===== src/rtl/apb_burst_modport_if.sv =====
// Bus bundle for the APB-to-burst bridge: APB slave side plus the byte-wide
// outbound (master) and inbound (sink) burst links.
interface apb_burst_modport_if;
  logic [8:0] paddr;
  logic       psel;
  logic       penable;
  logic       pwrite;
  logic [7:0] pwdata;
  logic [7:0] prdata;
  logic       plsverr;
  logic       apb_rd_done;
  logic       idle;
  logic [7:0] data_burst_out;
  logic       db_valid;
  logic       last;
  logic [7:0] db_length;
  logic       burst_ready;
  logic [7:0] data_burst_in;
  logic       burst_valid;
  logic       burst_last;
  logic       db_ready;

  modport slave (
    input  paddr, psel, penable, pwrite, pwdata,
    input  burst_ready, data_burst_in, burst_valid, burst_last,
    output prdata, plsverr, apb_rd_done, idle,
    output data_burst_out, db_valid, last, db_length, db_ready
  );

  modport master (
    output paddr, psel, penable, pwrite, pwdata,
    output burst_ready, data_burst_in, burst_valid, burst_last,
    input  prdata, plsverr, apb_rd_done, idle,
    input  data_burst_out, db_valid, last, db_length, db_ready
  );
endinterface


===== src/rtl/apb_burst_modport.sv =====
// APB-programmed bridge: 16-byte TX buffer sent as an outbound burst, and an
// inbound burst captured into a 16-byte RX buffer for APB readback.
//
// state   | meaning
// --------+-----------------------------------------------------------
// IDLE    | no burst in flight; APB may program buffers, LEN, CTRL
// TX_WAIT | go_tx accepted, waiting for burst_ready to present byte 0
// TX      | outbound burst running, one byte per valid&ready handshake
// RX      | db_ready high, capturing inbound bytes into RXBUF
module apb_burst_modport (
  input logic              clk,
  input logic              rst_n,
  apb_burst_modport_if.slave bus
);

  typedef enum logic [1:0] {S_IDLE, S_TX_WAIT, S_TX, S_RX} state_t;

  state_t     state, state_nxt;
  logic [7:0] txbuf [16];
  logic [7:0] rxbuf [16];
  logic [4:0] len;
  logic [4:0] rx_count;
  logic [3:0] tx_idx;
  logic       tx_done;
  logic       rx_done;

  logic       is_tx, is_rx, is_len, is_ctrl, is_stat;
  logic       setup, err, wr_commit, rx_acc, tx_hs;
  logic [7:0] rd_val;

  assign is_tx   = (bus.paddr[8:4] == 5'h00);
  assign is_rx   = (bus.paddr[8:4] == 5'h01);
  assign is_len  = (bus.paddr == 9'h100);
  assign is_ctrl = (bus.paddr == 9'h101);
  assign is_stat = (bus.paddr == 9'h102);

  assign setup = bus.psel && !bus.penable;
  // The error flag registered at the setup edge gates the commit at the access edge.
  assign wr_commit = bus.psel && bus.penable && bus.pwrite && !bus.plsverr;
  assign rx_acc    = (state == S_RX) && bus.burst_valid && bus.db_ready;
  assign tx_hs     = (state == S_TX) && bus.db_valid && bus.burst_ready;
  assign bus.idle  = (state == S_IDLE);

  always_comb begin
    err = 1'b0;
    if (!(is_tx || is_rx || is_len || is_ctrl || is_stat)) begin
      err = 1'b1;
    end else if (bus.pwrite) begin
      if (is_rx || is_stat)                               err = 1'b1;
      if (is_len && (bus.pwdata == 8'd0 || bus.pwdata > 8'd16)) err = 1'b1;
      if (is_ctrl && bus.pwdata[1:0] == 2'b11)             err = 1'b1;
      if ((is_tx || is_len || is_ctrl) && state != S_IDLE) err = 1'b1;
    end
  end

  always_comb begin
    rd_val = 8'h00;
    if (is_tx)        rd_val = txbuf[bus.paddr[3:0]];
    else if (is_rx)   rd_val = rxbuf[bus.paddr[3:0]];
    else if (is_len)  rd_val = {3'b000, len};
    else if (is_stat) rd_val = {rx_count, tx_done, rx_done, state == S_IDLE};
  end

  always_ff @(posedge clk) begin
    if (!rst_n) state <= S_IDLE;
    else        state <= state_nxt;
  end

  always_comb begin
    state_nxt = state;
    case (state)
      S_IDLE: begin
        if (wr_commit && is_ctrl && bus.pwdata[0])      state_nxt = S_TX_WAIT;
        else if (wr_commit && is_ctrl && bus.pwdata[1]) state_nxt = S_RX;
      end
      S_TX_WAIT: if (bus.burst_ready)     state_nxt = S_TX;
      S_TX:      if (tx_hs && bus.last)   state_nxt = S_IDLE;
      S_RX:      if (rx_acc && (bus.burst_last || rx_count == 5'd15)) state_nxt = S_IDLE;
      default:   state_nxt = S_IDLE;
    endcase
  end

  always_ff @(posedge clk) begin
    if (!rst_n) begin
      bus.prdata         <= 8'h00;
      bus.plsverr        <= 1'b0;
      bus.apb_rd_done    <= 1'b0;
      bus.data_burst_out <= 8'h00;
      bus.db_valid       <= 1'b0;
      bus.last           <= 1'b0;
      bus.db_length      <= 8'h00;
      bus.db_ready       <= 1'b0;
      len                <= 5'd1;
      rx_count           <= 5'd0;
      tx_idx             <= 4'd0;
      tx_done            <= 1'b0;
      rx_done            <= 1'b0;
      for (int i = 0; i < 16; i++) begin
        txbuf[i] <= 8'h00;
        rxbuf[i] <= 8'h00;
      end
    end else begin
      if (setup) begin
        bus.plsverr     <= err;
        bus.apb_rd_done <= !bus.pwrite && !err;
        if (!bus.pwrite) bus.prdata <= err ? 8'h00 : rd_val;
      end else begin
        bus.plsverr     <= 1'b0;
        bus.apb_rd_done <= 1'b0;
      end

      if (wr_commit && is_tx)  txbuf[bus.paddr[3:0]] <= bus.pwdata;
      if (wr_commit && is_len) len <= bus.pwdata[4:0];
      if (wr_commit && is_ctrl) begin
        if (bus.pwdata[0]) begin
          tx_done <= 1'b0;
        end else if (bus.pwdata[1]) begin
          rx_done      <= 1'b0;
          rx_count     <= 5'd0;
          bus.db_ready <= 1'b1;
        end else begin
          tx_done <= 1'b0;
          rx_done <= 1'b0;
        end
      end

      case (state)
        S_TX_WAIT: begin
          if (bus.burst_ready) begin
            bus.data_burst_out <= txbuf[0];
            bus.db_valid       <= 1'b1;
            bus.db_length      <= {3'b000, len};
            bus.last           <= (len == 5'd1);
            tx_idx             <= 4'd1;
          end
        end
        S_TX: begin
          if (tx_hs) begin
            if (bus.last) begin
              bus.db_valid  <= 1'b0;
              bus.last      <= 1'b0;
              bus.db_length <= 8'h00;
              tx_done       <= 1'b1;
            end else begin
              bus.data_burst_out <= txbuf[tx_idx];
              bus.last           <= ({1'b0, tx_idx} == len - 5'd1);
              tx_idx             <= tx_idx + 4'd1;
            end
          end
        end
        S_RX: begin
          if (rx_acc) begin
            rxbuf[rx_count[3:0]] <= bus.data_burst_in;
            rx_count             <= rx_count + 5'd1;
            if (bus.burst_last || rx_count == 5'd15) begin
              bus.db_ready <= 1'b0;
              rx_done      <= 1'b1;
            end
          end
        end
        default: ;
      endcase
    end
  end

endmodule


===== src/flat_wrapper.sv =====
// flat-port wrapper written by rule: the top's interface ports become plain ports
module apb_burst_modport_flat 
  (clk, rst_n, bus_paddr, bus_psel, bus_penable, bus_pwrite, bus_pwdata, bus_burst_ready, bus_data_burst_in, bus_burst_valid, bus_burst_last, bus_prdata, bus_plsverr, bus_apb_rd_done, bus_idle, bus_data_burst_out, bus_db_valid, bus_last, bus_db_length, bus_db_ready);
  apb_burst_modport_if bus_i ();
  input logic clk;
  input logic rst_n;
  input wire logic [$bits(bus_i.paddr)-1:0] bus_paddr;
  input wire logic [$bits(bus_i.psel)-1:0] bus_psel;
  input wire logic [$bits(bus_i.penable)-1:0] bus_penable;
  input wire logic [$bits(bus_i.pwrite)-1:0] bus_pwrite;
  input wire logic [$bits(bus_i.pwdata)-1:0] bus_pwdata;
  input wire logic [$bits(bus_i.burst_ready)-1:0] bus_burst_ready;
  input wire logic [$bits(bus_i.data_burst_in)-1:0] bus_data_burst_in;
  input wire logic [$bits(bus_i.burst_valid)-1:0] bus_burst_valid;
  input wire logic [$bits(bus_i.burst_last)-1:0] bus_burst_last;
  output wire logic [$bits(bus_i.prdata)-1:0] bus_prdata;
  output wire logic [$bits(bus_i.plsverr)-1:0] bus_plsverr;
  output wire logic [$bits(bus_i.apb_rd_done)-1:0] bus_apb_rd_done;
  output wire logic [$bits(bus_i.idle)-1:0] bus_idle;
  output wire logic [$bits(bus_i.data_burst_out)-1:0] bus_data_burst_out;
  output wire logic [$bits(bus_i.db_valid)-1:0] bus_db_valid;
  output wire logic [$bits(bus_i.last)-1:0] bus_last;
  output wire logic [$bits(bus_i.db_length)-1:0] bus_db_length;
  output wire logic [$bits(bus_i.db_ready)-1:0] bus_db_ready;
  assign bus_i.paddr = bus_paddr;
  assign bus_i.psel = bus_psel;
  assign bus_i.penable = bus_penable;
  assign bus_i.pwrite = bus_pwrite;
  assign bus_i.pwdata = bus_pwdata;
  assign bus_i.burst_ready = bus_burst_ready;
  assign bus_i.data_burst_in = bus_data_burst_in;
  assign bus_i.burst_valid = bus_burst_valid;
  assign bus_i.burst_last = bus_burst_last;
  assign bus_prdata = bus_i.prdata;
  assign bus_plsverr = bus_i.plsverr;
  assign bus_apb_rd_done = bus_i.apb_rd_done;
  assign bus_idle = bus_i.idle;
  assign bus_data_burst_out = bus_i.data_burst_out;
  assign bus_db_valid = bus_i.db_valid;
  assign bus_last = bus_i.last;
  assign bus_db_length = bus_i.db_length;
  assign bus_db_ready = bus_i.db_ready;
  apb_burst_modport u_core (.clk(clk), .rst_n(rst_n), .bus(bus_i));
endmodule

===== config.mk =====
export PLATFORM = sky130hd
export DESIGN_NAME = apb_burst_modport_flat
export DESIGN_NICKNAME = d
export VERILOG_FILES = /design/src/rtl/apb_burst_modport_if.sv /design/src/rtl/apb_burst_modport.sv /design/src/flat_wrapper.sv
export SDC_FILE = /design/constraint.sdc
export NUM_CORES = 1
export LEC_CHECK = 0
export CORE_UTILIZATION = 65
export CTS_CLUSTER_DIAMETER = 60
export DETAILED_ROUTE_END_ITERATION = 6
export DONT_BUFFER_PORTS = 1
export GPL_TIMING_DRIVEN = 0
export PLACE_DENSITY = 0.81
export SETUP_SLACK_MARGIN = 0.02
export SLEW_MARGIN = 20
export SYNTH_ARGS = -nofsm -noshare
export SYNTH_HDL_FRONTEND = slang
export SYNTH_SLANG_ARGS = --single-unit
export TNS_END_PERCENT = 10

===== constraint.sdc =====
create_clock -name clk -period 7.7 [get_ports clk]
set_input_delay 1.155 -clock clk [delete_from_list [all_inputs] [get_ports clk]]
set_output_delay 1.155 -clock clk [all_outputs]
set_load 0.05 [all_outputs]

==> results.sh, run 1 <==
export IMPL_holdPathEnd="u_core.tx_done"
export IMPL_crit_path_start_kind="primary input"
export IMPL_slew_violations=0
export IMPL_cts_max_path_buffers=3
export IMPL_hp_start="u_core.tx_done"
export IMPL_syn_to_final_growth_pct=9.779
export IMPL_comb_power_share=0.057
export IMPL_grt_setup_unrepaired="no"
export IMPL_cts_buffers=34
export IMPL_cts_htree_levels=2
export IMPL_hold_violations=0
export IMPL_power_mw=3.693
export IMPL_synth_flop_cell="edfxtp_1"
export IMPL_grt_max_degree=14
export IMPL_setup_ws_ns=3.900
export IMPL_dr_pass1_iters=5
export IMPL_fin_crit_sh=0.4935
export IMPL_drc=0
export IMPL_path_max_fanout=10
export IMPL_drive_above_1_share=0.1503
export IMPL_place_ws_ns=3.507
export IMPL_min_path_cells=2
export IMPL_power_switching_uw=824.9
export IMPL_dp_hpwl_um=28460
export IMPL_drtIter0Drc=1591
export IMPL_synth_async_reset_ratio=0
export IMPL_min_path_type="reg -> reg"
export IMPL_die_y_um=154.0
export IMPL_synthCells=1107
export IMPL_overflow=0
export IMPL_ir_drop_mv=0.1612
export IMPL_place_congestion=0.9823
export IMPL_utilization=0.7278
export IMPL_cts_sinks=304
export IMPL_cap_violations=0
export IMPL_cts_tree="built"
export IMPL_reg2reg_from="u_core.bus.db_ready"
export IMPL_clock_tree_root_cell="clkbuf_16"
export IMPL_seqPwrFrac=0.502
export IMPL_p_per_area_nw_per_um2=224.1
export IMPL_synth_seq_cells=304
export IMPL_cts_setup_buffers=0
export IMPL_die_x_um=154.0
export IMPL_cts_hold_buf=0
export IMPL_io_buffers=0
export IMPL_routed_via_density=6.962
export IMPL_worstSetupEndpointType="register"
export IMPL_timing_fmax_mhz=263.2
export IMPL_coreArea_um2=22640
export IMPL_finalSetupTns_ns=0
export IMPL_maxSlewHeadroom=0.2776
export IMPL_clk_pin_slew_ns=0.06
export IMPL_whs_ns=0.4829
export IMPL_critPathArrivalTime_ns=3.94
export IMPL_postRouteWirelength_um=41350
export IMPL_reg2reg_to="u_core.rxbuf[2][4]"
export IMPL_cts_resized=0
export IMPL_drt_wirelength_per_cell_um=28.40
export IMPL_vias=10140
export IMPL_power_leakage_nw=5.770
export IMPL_critical_path_required_ns=7.84
export IMPL_synth_edf_count=256
export IMPL_worstMarginPinSlew_ns=1.080
export IMPL_switching_share=0.2234
export IMPL_seq_area_frac_synth=0.5762
export IMPL_antennaDiodeCount=0
export IMPL_grt_pass1_vias=9726
export IMPL_p_int_mw=2.868
export IMPL_path_class="in -> reg"
export IMPL_synth_cell_types=50
export IMPL_clk_latency_ns=0.53
export IMPL_antenna_found_initial=1
export IMPL_finalWorstPathRequiredPeriod_ns=3.800
export IMPL_ios=63
export IMPL_pwr_share_clk=0.441
export IMPL_dieArea_um2=23700
export IMPL_reg2regPathDepth=5
export IMPL_avgSynthCellArea_um2=13.56
export IMPL_syn_area_um2=15010
export IMPL_yosys_warnings=0
export IMPL_std_cell_rows=55
export IMPL_start_util=0.6629
export IMPL_rrSetupSlack_ns=4.43
export IMPL_nNetsFinal=1186
export IMPL_clock_skew_ns=0.01773
export IMPL_grt_pass1_wl_um=60640
export IMPL_grt_usage=0.3590
export IMPL_finalSetupViolCount=0
export IMPL_drtAntennaViolNets=0
export IMPL_status="completed"
[worst max-delay path by stage]
| stage | startpoint | to | slack, ns | depth (start not counted) |
|---|---|---|---|---|
| 2_1_floorplan | bus_paddr[8] | u_core.txbuf[0][0] | 4.38 | 4 |
| 3_3_place_gp | bus_paddr[1] | u_core.txbuf[6][5] | 3.30 | 6 |
| 3_5_place_dp | bus_paddr[1] | u_core.txbuf[10][4] | 3.51 | 6 |
| 4_1_cts | bus_paddr[1] | u_core.txbuf[10][0] | 4.00 | 6 |
| 5_1_grt | bus_paddr[1] | u_core.txbuf[10][0] | 3.88 | 6 |
| 6_report | bus_paddr[1] | u_core.txbuf[10][4] | 3.90 | 6 |
[layout make-up]
| class | instances | area [µm²] |
|---|---|---|
| Fill cell | 1433 | 6163 |
| Tap cell | 285 | 356.6 |
| Sequential cell | 304 | 8648 |
| Clock inverter | 20 | 212.7 |
| Inverter | 12 | 45.04 |
| Clock buffer | 42 | 890.9 |
| Buffer | 74 | 321.6 |
| Multi-Input combinational cell | 719 | 6002 |
[synth_stat cells (5+ instances only)]
library cell / count / area [µm²]
nand2b_1: 12 / 75.07
o31ai_1: 5 / 37.54
dfxtp_1: 48 / 960.9
a22oi_1: 6 / 45.04
ha_1: 8 / 100.1
a211oi_1: 7 / 52.55
buf_2: 14 / 70.07
buf_4: 7 / 52.55
nor2_1: 72 / 270.3
o41ai_1: 5 / 43.79
nand2_1: 49 / 183.9
and2_1: 263 / 1645
edfxtp_1: 256 / 7687
a31oi_1: 12 / 75.07
a21oi_1: 18 / 90.09
nor3_1: 14 / 70.07
o22ai_1: 20 / 125.1
buf_1: 7 / 26.28
mux4_2: 104 / 2342
inv_1: 12 / 45.04
nor2b_1: 7 / 43.79
o21ai_0: 50 / 250.2
clkbuf_1: 46 / 172.7
mux2i_1: 15 / 150.1
[cells by family (layout without fill, tap and decap cells)]
logic type | Yosys count | after routing | synth area share
AOI/OAI and AO/OA | 136 | 136 | 0.05535
xor gates and xnor gates | 6 | 6 | 0.003501
adders and majority gates | 8 | 8 | 0.006669
buffers and inverters | 86 | 148 | 0.02443
DFF | 304 | 304 | 0.5762
muxes | 119 | 119 | 0.1661
other | 1 | 3 | 0.0002498
and+or+nand+nor | 447 | 447 | 0.1676
[power by group through the flow]
stage / combinational (mW) / clock [mW] / sequential (mW)
6_report: 0.211 / 1.63 / 1.85
5_1_grt: 0.219 / 1.68 / 1.86
4_1_cts: 0.205 / 1.62 / 1.85
3_5_place_dp: 0.203 / 0 / 1.88
3_3_place_gp: 0.200 / 0 / 1.88
2_1_floorplan: 0.139 / 0 / 1.87
[flip-flops by register name, summed over array words and instances, names as in the netlist, 2 cells and up, named ones only]
register                   flops
u_core.rxbuf                 128
u_core.bus.prdata              8
u_core.bus.data_burst_out      8
u_core.len                     5
u_core.rx_count                5
u_core.txbuf                 128
u_core.tx_idx                  4
u_core.bus.db_length           5
u_core.state                   2
[critical path: stages]
cell and delay, ns:
buf_4 0.19, buf_2 0.37, buf_1 0.63, nor2b_1 0.27
nand2_1 0.37, o21ai_0 0.94
[per-stage QoR]
| stage | cells | cell area (µm²) |
|---|---|---|
| global route | 1456 | 16480 |
| CTS | 1456 | 16480 |
| finish | 1456 | 16480 |
| global placement | 1394 | 15370 |
| detailed placement | 1394 | 15370 |
| floorplan | 1109 | 15020 |
[cell usage in the layout (no fill, tap or decap), drive strengths merged, types with 2 or more instances in the layout]
cell type,instances
dfxtp,48
and3,4
nand4,2
bufinv,4
nand4b,4
o31ai,5
nor2b,7
clkinv,13
mux2i,15
o311a,2
nor2,72
inv,15
conb,3
and2,263
a211oi,7
or4,2
a21oi,18
nor3,14
nand3,5
o21ai,50
edfxtp,256
or3,2
nand2,49
a31oi,12
o211ai,3
buf,28
o41ai,5
a311oi,3
clkbuf,88
ha,8
nor4,6
xor2,2
o22ai,20
mux4,104
xnor2,4
a22oi,6
nand2b,12
[metal layers]
layer / part of all wire / vias up / global-route usage
met2: 0.45 / 782 / 0.5264
met5: 0 / - / 0
li1: - / 4240 / -
met1: 0.36 / 4984 / 0.4997
met4: 0.040 / 0 / 0.1405
met3: 0.15 / 130 / 0.1218
(Power assumes the default switching activity.)
==> run 2: changes to the inputs <==
--- a/config.mk
+++ b/config.mk
@@ -5,12 +5,12 @@
 export SDC_FILE = /design/constraint.sdc
 export NUM_CORES = 1
 export LEC_CHECK = 0
-export CORE_UTILIZATION = 65
+export CORE_UTILIZATION = 64
 export CTS_CLUSTER_DIAMETER = 60
 export DETAILED_ROUTE_END_ITERATION = 6
 export DONT_BUFFER_PORTS = 1
 export GPL_TIMING_DRIVEN = 0
-export PLACE_DENSITY = 0.81
+export PLACE_DENSITY = 0.8
 export SETUP_SLACK_MARGIN = 0.02
 export SLEW_MARGIN = 20
 export SYNTH_ARGS = -nofsm -noshare
==> constraint.sdc (replaced) <==
create_clock -name clk -period 3.85 [get_ports clk]
set_input_delay 0.5775 -clock clk [delete_from_list [all_inputs] [get_ports clk]]
set_output_delay 0.5775 -clock clk [all_outputs]
set_load 0.05 [all_outputs]
==> run 2 against run 1 <==
Die area increased by 1.5%. Non-clock buffer count stayed put. Critical path depth fell by 1. Highest routed layer unchanged.
==> results.sh, run 2 (synthesis results as in run 1) <==
export IMPL_cts_buffers=34
export IMPL_reg2reg_to="u_core.rxbuf[0][0]"
export IMPL_clk_pin_slew_ns=0.06
export IMPL_p_per_area_nw_per_um2=440.9
export IMPL_cts_resized=0
export IMPL_hold_violations=0
export IMPL_cts_sinks=304
export IMPL_vias=10060
export IMPL_coreArea_um2=22850
export IMPL_die_y_um=155.1
export IMPL_drc=0
export IMPL_holdPathEnd="u_core.len[3]"
export IMPL_syn_to_final_growth_pct=9.753
export IMPL_clk_latency_ns=0.52
export IMPL_cpMaxStageDelayCell="nor3_1"
export IMPL_reg2regPathDepth=5
export IMPL_cp_cell_sequence="nand4_1 -> nor2_1 -> nand2_1 -> nor3_1 -> nand2b_1"
export IMPL_ios=63
export IMPL_std_cell_rows=55
export IMPL_cts_tree="built"
export IMPL_top_regs="u_core.rxbuf: 128 flops, u_core.txbuf: 128 flops"
export IMPL_grt_pass1_wl_um=60020
export IMPL_clock_tree_root_cell="clkbuf_16"
export IMPL_grt_max_degree=14
export IMPL_overflow=0
export IMPL_finalSetupViolCount=0
export IMPL_grt_pass1_vias=9652
export IMPL_place_congestion=0.9316
export IMPL_min_path_cells=2
export IMPL_final_common_cell="and2_1"
export IMPL_cp_top_family="simple AND/OR/NAND/NOR gates"
export IMPL_worstMarginPinSlew_ns=1.096
export IMPL_hp_start="bus_pwdata[3]"
export IMPL_routed_via_density=6.787
export IMPL_path_max_fanout=9
export IMPL_critPathBufInv=0
export IMPL_clock_skew_ns=0.02054
export IMPL_timing_fmax_mhz=310.8
export IMPL_grt_usage=0.3519
export IMPL_die_x_um=155.1
export IMPL_max_stage_delay_ns=0.79
export IMPL_slew_violations=0
export IMPL_dr_pass1_iters=6
export IMPL_drive_above_1_share=0.1507
export IMPL_status="completed"
export IMPL_reg2reg_from="u_core.bus.db_ready"
export IMPL_drt_wirelength_per_cell_um=27.37
export IMPL_maxSlewHeadroom=0.2669
export IMPL_cap_violations=0
export IMPL_drtIter0Drc=1683
export IMPL_critical_path_required_ns=4.02
export IMPL_finalSetupTns_ns=0
export IMPL_grt_setup_unrepaired="no"
export IMPL_finalWorstPathRequiredPeriod_ns=3.218
export IMPL_cts_hold_buf=0
export IMPL_antenna_found_initial=3
export IMPL_drtAntennaViolNets=0
export IMPL_start_util=0.6570
export IMPL_ir_drop_mv=0.3846
export IMPL_setup_ws_ns=0.6324
export IMPL_cts_htree_levels=2
export IMPL_worstSetupEndpointType="register"
export IMPL_rrSetupSlack_ns=0.63
export IMPL_place_ws_ns=0.1428
export IMPL_power_leakage_nw=5.749
export IMPL_critPathArrivalTime_ns=3.38
export IMPL_path_class="reg -> reg"
export IMPL_io_buffers=0
export IMPL_fin_crit_sh=0.8357
export IMPL_cts_setup_buffers=0
export IMPL_dp_hpwl_um=28360
export IMPL_dieArea_um2=24070
export IMPL_mostFrequentLayoutCells="263 x and2_1, 256 x edfxtp_1, 104 x mux4_2"
export IMPL_nNetsFinal=1186
export IMPL_postRouteWirelength_um=40560
export IMPL_crit_path_start_kind="register"
export IMPL_cts_max_path_buffers=3
export IMPL_min_path_type="in -> reg"
==> run 2: cell count changes in the layout (fill, tap and decap cells not counted) <==
cell        previous run  this run
clkinv_4               0         1
diode_2                0         1
o21ai_1               26        27
clkbuf_1              53        52
clkbuf_16             34        35
o21ai_0               24        23
clkinvlp_4             0         1
clkbuf_8               1         2
inv_6                  3         2
clkinv_8               1         0
clkinv_1               8         6
bufinv_16              4         2
==> run 2: worst register-to-register path: cells and delay by family (launching register included) <==
kind	cells	cell delay, ns
simple gates	5	2.19
flops	1	0.69
==> run 2: power by group <==
part	switching, mW	leakage (nW)	internal, mW
sequential	0.0417	2.98	3.66
combinational	0.273	2.25	0.150
clock	1.30	0.519	1.84
total	1.61	5.75	5.65
==> run 2: per-layer routing <==
layer,share of wire,global-route usage,wire [µm]
met4,0.035,0.1367,1404
met1,0.36,0.4957,14790
met3,0.16,0.1097,6370
met2,0.44,0.5176,18000
met5,0,0,0
==> run 2: cell type report <==
class / instances / area [µm²]
Clock inverter: 16 / 136.4
Fill cell: 1484 / 6374
Inverter: 12 / 45.04
Antenna cell: 1 / 2.502
Buffer: 74 / 321.6
Tap cell: 313 / 391.6
Sequential cell: 304 / 8648
Clock buffer: 43 / 925.9
Multi-Input combinational cell: 719 / 6002
==> run 2: worst max-delay path by stage <==
stage | startpoint | slack (ns) | depth (start not counted) | to
final | u_core.bus.db_ready | 0.63 | 5 | u_core.rxbuf[0][0]
after global routing | u_core.state[0] | 0.38 | 6 | u_core.rxbuf[0][4]
after CTS | u_core.bus.db_ready | 0.69 | 5 | u_core.rxbuf[0][0]
after detailed placement | bus_paddr[1] | 0.14 | 6 | u_core.txbuf[10][7]
after global placement | bus_paddr[1] | -0.09 | 6 | u_core.txbuf[6][5]
after floorplan | bus_paddr[8] | 1.11 | 4 | u_core.txbuf[0][0]
==> run 2: stage by stage <==
step | total power, mW | utilization | instances | hold WS [ns] | cell area, µm²
finish | 7.263 | 0.7210 | 1482 | 0.2453 | 16470
global route | 7.387 | 0.7210 | 1482 | 0.2463 | 16470
CTS | 7.245 | 0.7209 | 1481 | 0.2402 | 16470
detailed placement | 4.178 | 0.6744 | 1422 | 0.4852 | 15410
global placement | 4.165 | 0.6744 | 1422 | 0.4650 | 15410
floorplan | 4.027 | - | 1109 | 0.4535 | 15020
==> variant (flow settings as in run 2) <==
Compare `rx_count` against `5'd15` with >= in place of ==.
--- a/src/rtl/apb_burst_modport.sv
+++ b/src/rtl/apb_burst_modport.sv
@@ -154,3 +154,3 @@
             rx_count             <= rx_count + 5'd1;
-            if (bus.burst_last || rx_count == 5'd15) begin
+            if (bus.burst_last || rx_count >= 5'd15) begin
               bus.db_ready <= 1'b0;
Function: same outputs for any inputs over 4 cycles, from zero or initial values and one cycle with rst_n low; that may be too few to reach the edited logic, so the function may still have changed.
==> variant against run 2 <==
Critical path type unchanged; core utilization decreased by 0.49 points; final area up 2.0%; area after synthesis grew 2.0%; count of clock-buffer cells in the layout is 2 higher; wire length is 1.1% higher; maximum frequency down 3.0%; power rose by 0.65%; sequential cell count is the same; setup slack got worse by 0.099 ns; global-route usage down 0.55 points.
==> variant: results (changes against run 2) <==
critical_path:
  cp_max_fo: 10  # +1
  crit-reg2reg-launch: "u_core.state[1]"
  slowest_stage: "nor3_1"
  timing.rr.end: "u_core.rxbuf[3][2]"
  cp_data_arrival_time_ns: 3.47  # +0.09 ns
  r2r_slack_ns: 0.53  # -0.10 ns
  ff2ff_path_depth: 6  # +1
  max_stage_delay_ns: 0.82  # +0.03 ns
synthesis:
  synth_cell_types: 65  # +30%
  postSynthAreaPerCell_um2: 13.7  # +0.74%
  ys_top_cells_by_area: "edfxtp_1 50%, mux4_2 14%, and2_1 11%"
  ys_warn_count: 0  # unchanged
  synth_seq_area_share_pct: 56.5  # -1.1 points
  ys_top_cells_by_count: "260 x and2_1, 256 x edfxtp_1, 97 x mux4_2"
finish:
  fin_cells: 1503  # +1.4%
  n_antenna_cell: 0  # -1
  nNetsFinal: 1201  # +1.3%
  drive_gt1_share_pct: 17.6  # +2.5 points
grt:
  grt_usage_pct: 34.6  # -0.55 points
  grt_max_degree: 14  # unchanged
  grt_pass1_vias: 9817  # +1.7%
  antenna_found_initial: 2  # -1
  grt_first_pass_wirelength_um: 60800  # +1.3%
placed_design:
  dp_hpwl_um: 29900  # +5.4%
  dp_cells: 1442  # +1.4%
  io_buffers: 0  # unchanged
  place_congestion: 1.02  # +9.3%
worst_hold_path:
  whs_path_depth: 2  # unchanged
  whs_endpoint: "u_core.len[3]"
  hold_class: "input pin to flop"
sta:
  finClkSkew_ns: 0.0176  # -0.00289 ns
  tightest_slew_ns: 1.00  # -0.0935 ns
clock_network:
  insertion_delay_ns: 0.53
  path_clk_slew_ns: 0.06  # about the same
  cts_max_path_buffers: 3  # unchanged
  clockRootBuffer: "clkbuf_16"
  cts_made_buffers: 35  # +2.9%
  post_cts_buffers: 0  # unchanged
  cts_resized: 0  # unchanged
  cts_max_level: 2  # unchanged
outcome:
  status: "completed"
power_and_ir_drop:
  peakVddDrop_uv: 370  # -3.8%
  leakage_uw: 0.00584  # +1.7%
routing:
  drt_iter0_markers: 1473  # -12%
  wl_um: 41000  # +1.1%
  viasPerCell: 6.77  # -0.24%
  dr.pass1.iters: 5  # -1
==> variant: cell count changes in the layout (fill, tap and decap cells not counted), moves of 8 or more <==
| cell | delta |
|---|---|
| mux2i_1 | +13 |
| o22ai_1 | -13 |
| nor2_1 | -27 |
| nor2_4 | +16 |
| nand2_1 | -11 |
| a22oi_1 | +8 |
==> variant: worst max path at each step <==
stage	start	to	cells past startpoint
after floorplan	bus_paddr[5]	u_core.txbuf[15][0]	5
after global placement	bus_paddr[1]	u_core.txbuf[2][6]	7
after detailed placement	bus_paddr[1]	u_core.txbuf[6][6]	7
after CTS	u_core.bus.db_ready	u_core.rxbuf[3][3]	5
after global routing	u_core.state[1]	u_core.rxbuf[2][2]	6
final	u_core.state[1]	u_core.rxbuf[3][2]	6
==> variant: logic make-up after synthesis <==
| logic type | share of synthesized area [%] |
|---|---|
| other | 0.0245 |
| DFF | 56.5 |
| xor gates and xnor gates | 0.400 |
| buffers and inverters | 2.68 |
| AOI/OAI and AO/OA | 6.32 |
| adders and majority gates | 0.654 |
| muxes | 16.2 |
| and+or+nand+nor | 17.2 |
==> variant: critical path, delay by kind of cell (launching register included) <==
kind,cells,cell delay [ns]
buf+inv,1,0.35
flops,1,0.38
simple gates,5,2.22
==> variant: final cells by class <==
type,count,area (µm²)
Clock inverter,16,111
Buffer,82,373
Inverter,10,37.5
Multi-Input combinational cell,727,6260
Tap cell,319,399
Fill cell,1540,6660
Sequential cell,304,8650
Clock buffer,45,976
==> variant: routing by layer <==
layer	part of all wire [%]	track usage (%)	wire length, µm
met1	38	47.7	15500
met4	3.3	11.4	1330
met5	0.23	2.69	96
met3	13	9.78	5430
met2	46	53.2	18700
==> variant: report_power, final <==
group	switching (µW)	internal, µW	total, µW	leakage, µW
clock	1320	1860	3170	0.000530
combinational	283	150	433	0.00233
sequential	45.1	3660	3710	0.00298
total	1640	5670	7310	0.00584
==> variant: metrics by stage <==
stage,instance area [µm²],hold slack [ns],worst slack [ns]
after floorplan,15300,0.454,0.928
after CTS,16800,0.230,0.594
after detailed placement,15700,0.497,0.150
after global routing,16800,0.247,0.241
final,16800,0.236,0.533
after global placement,15700,0.481,0.132
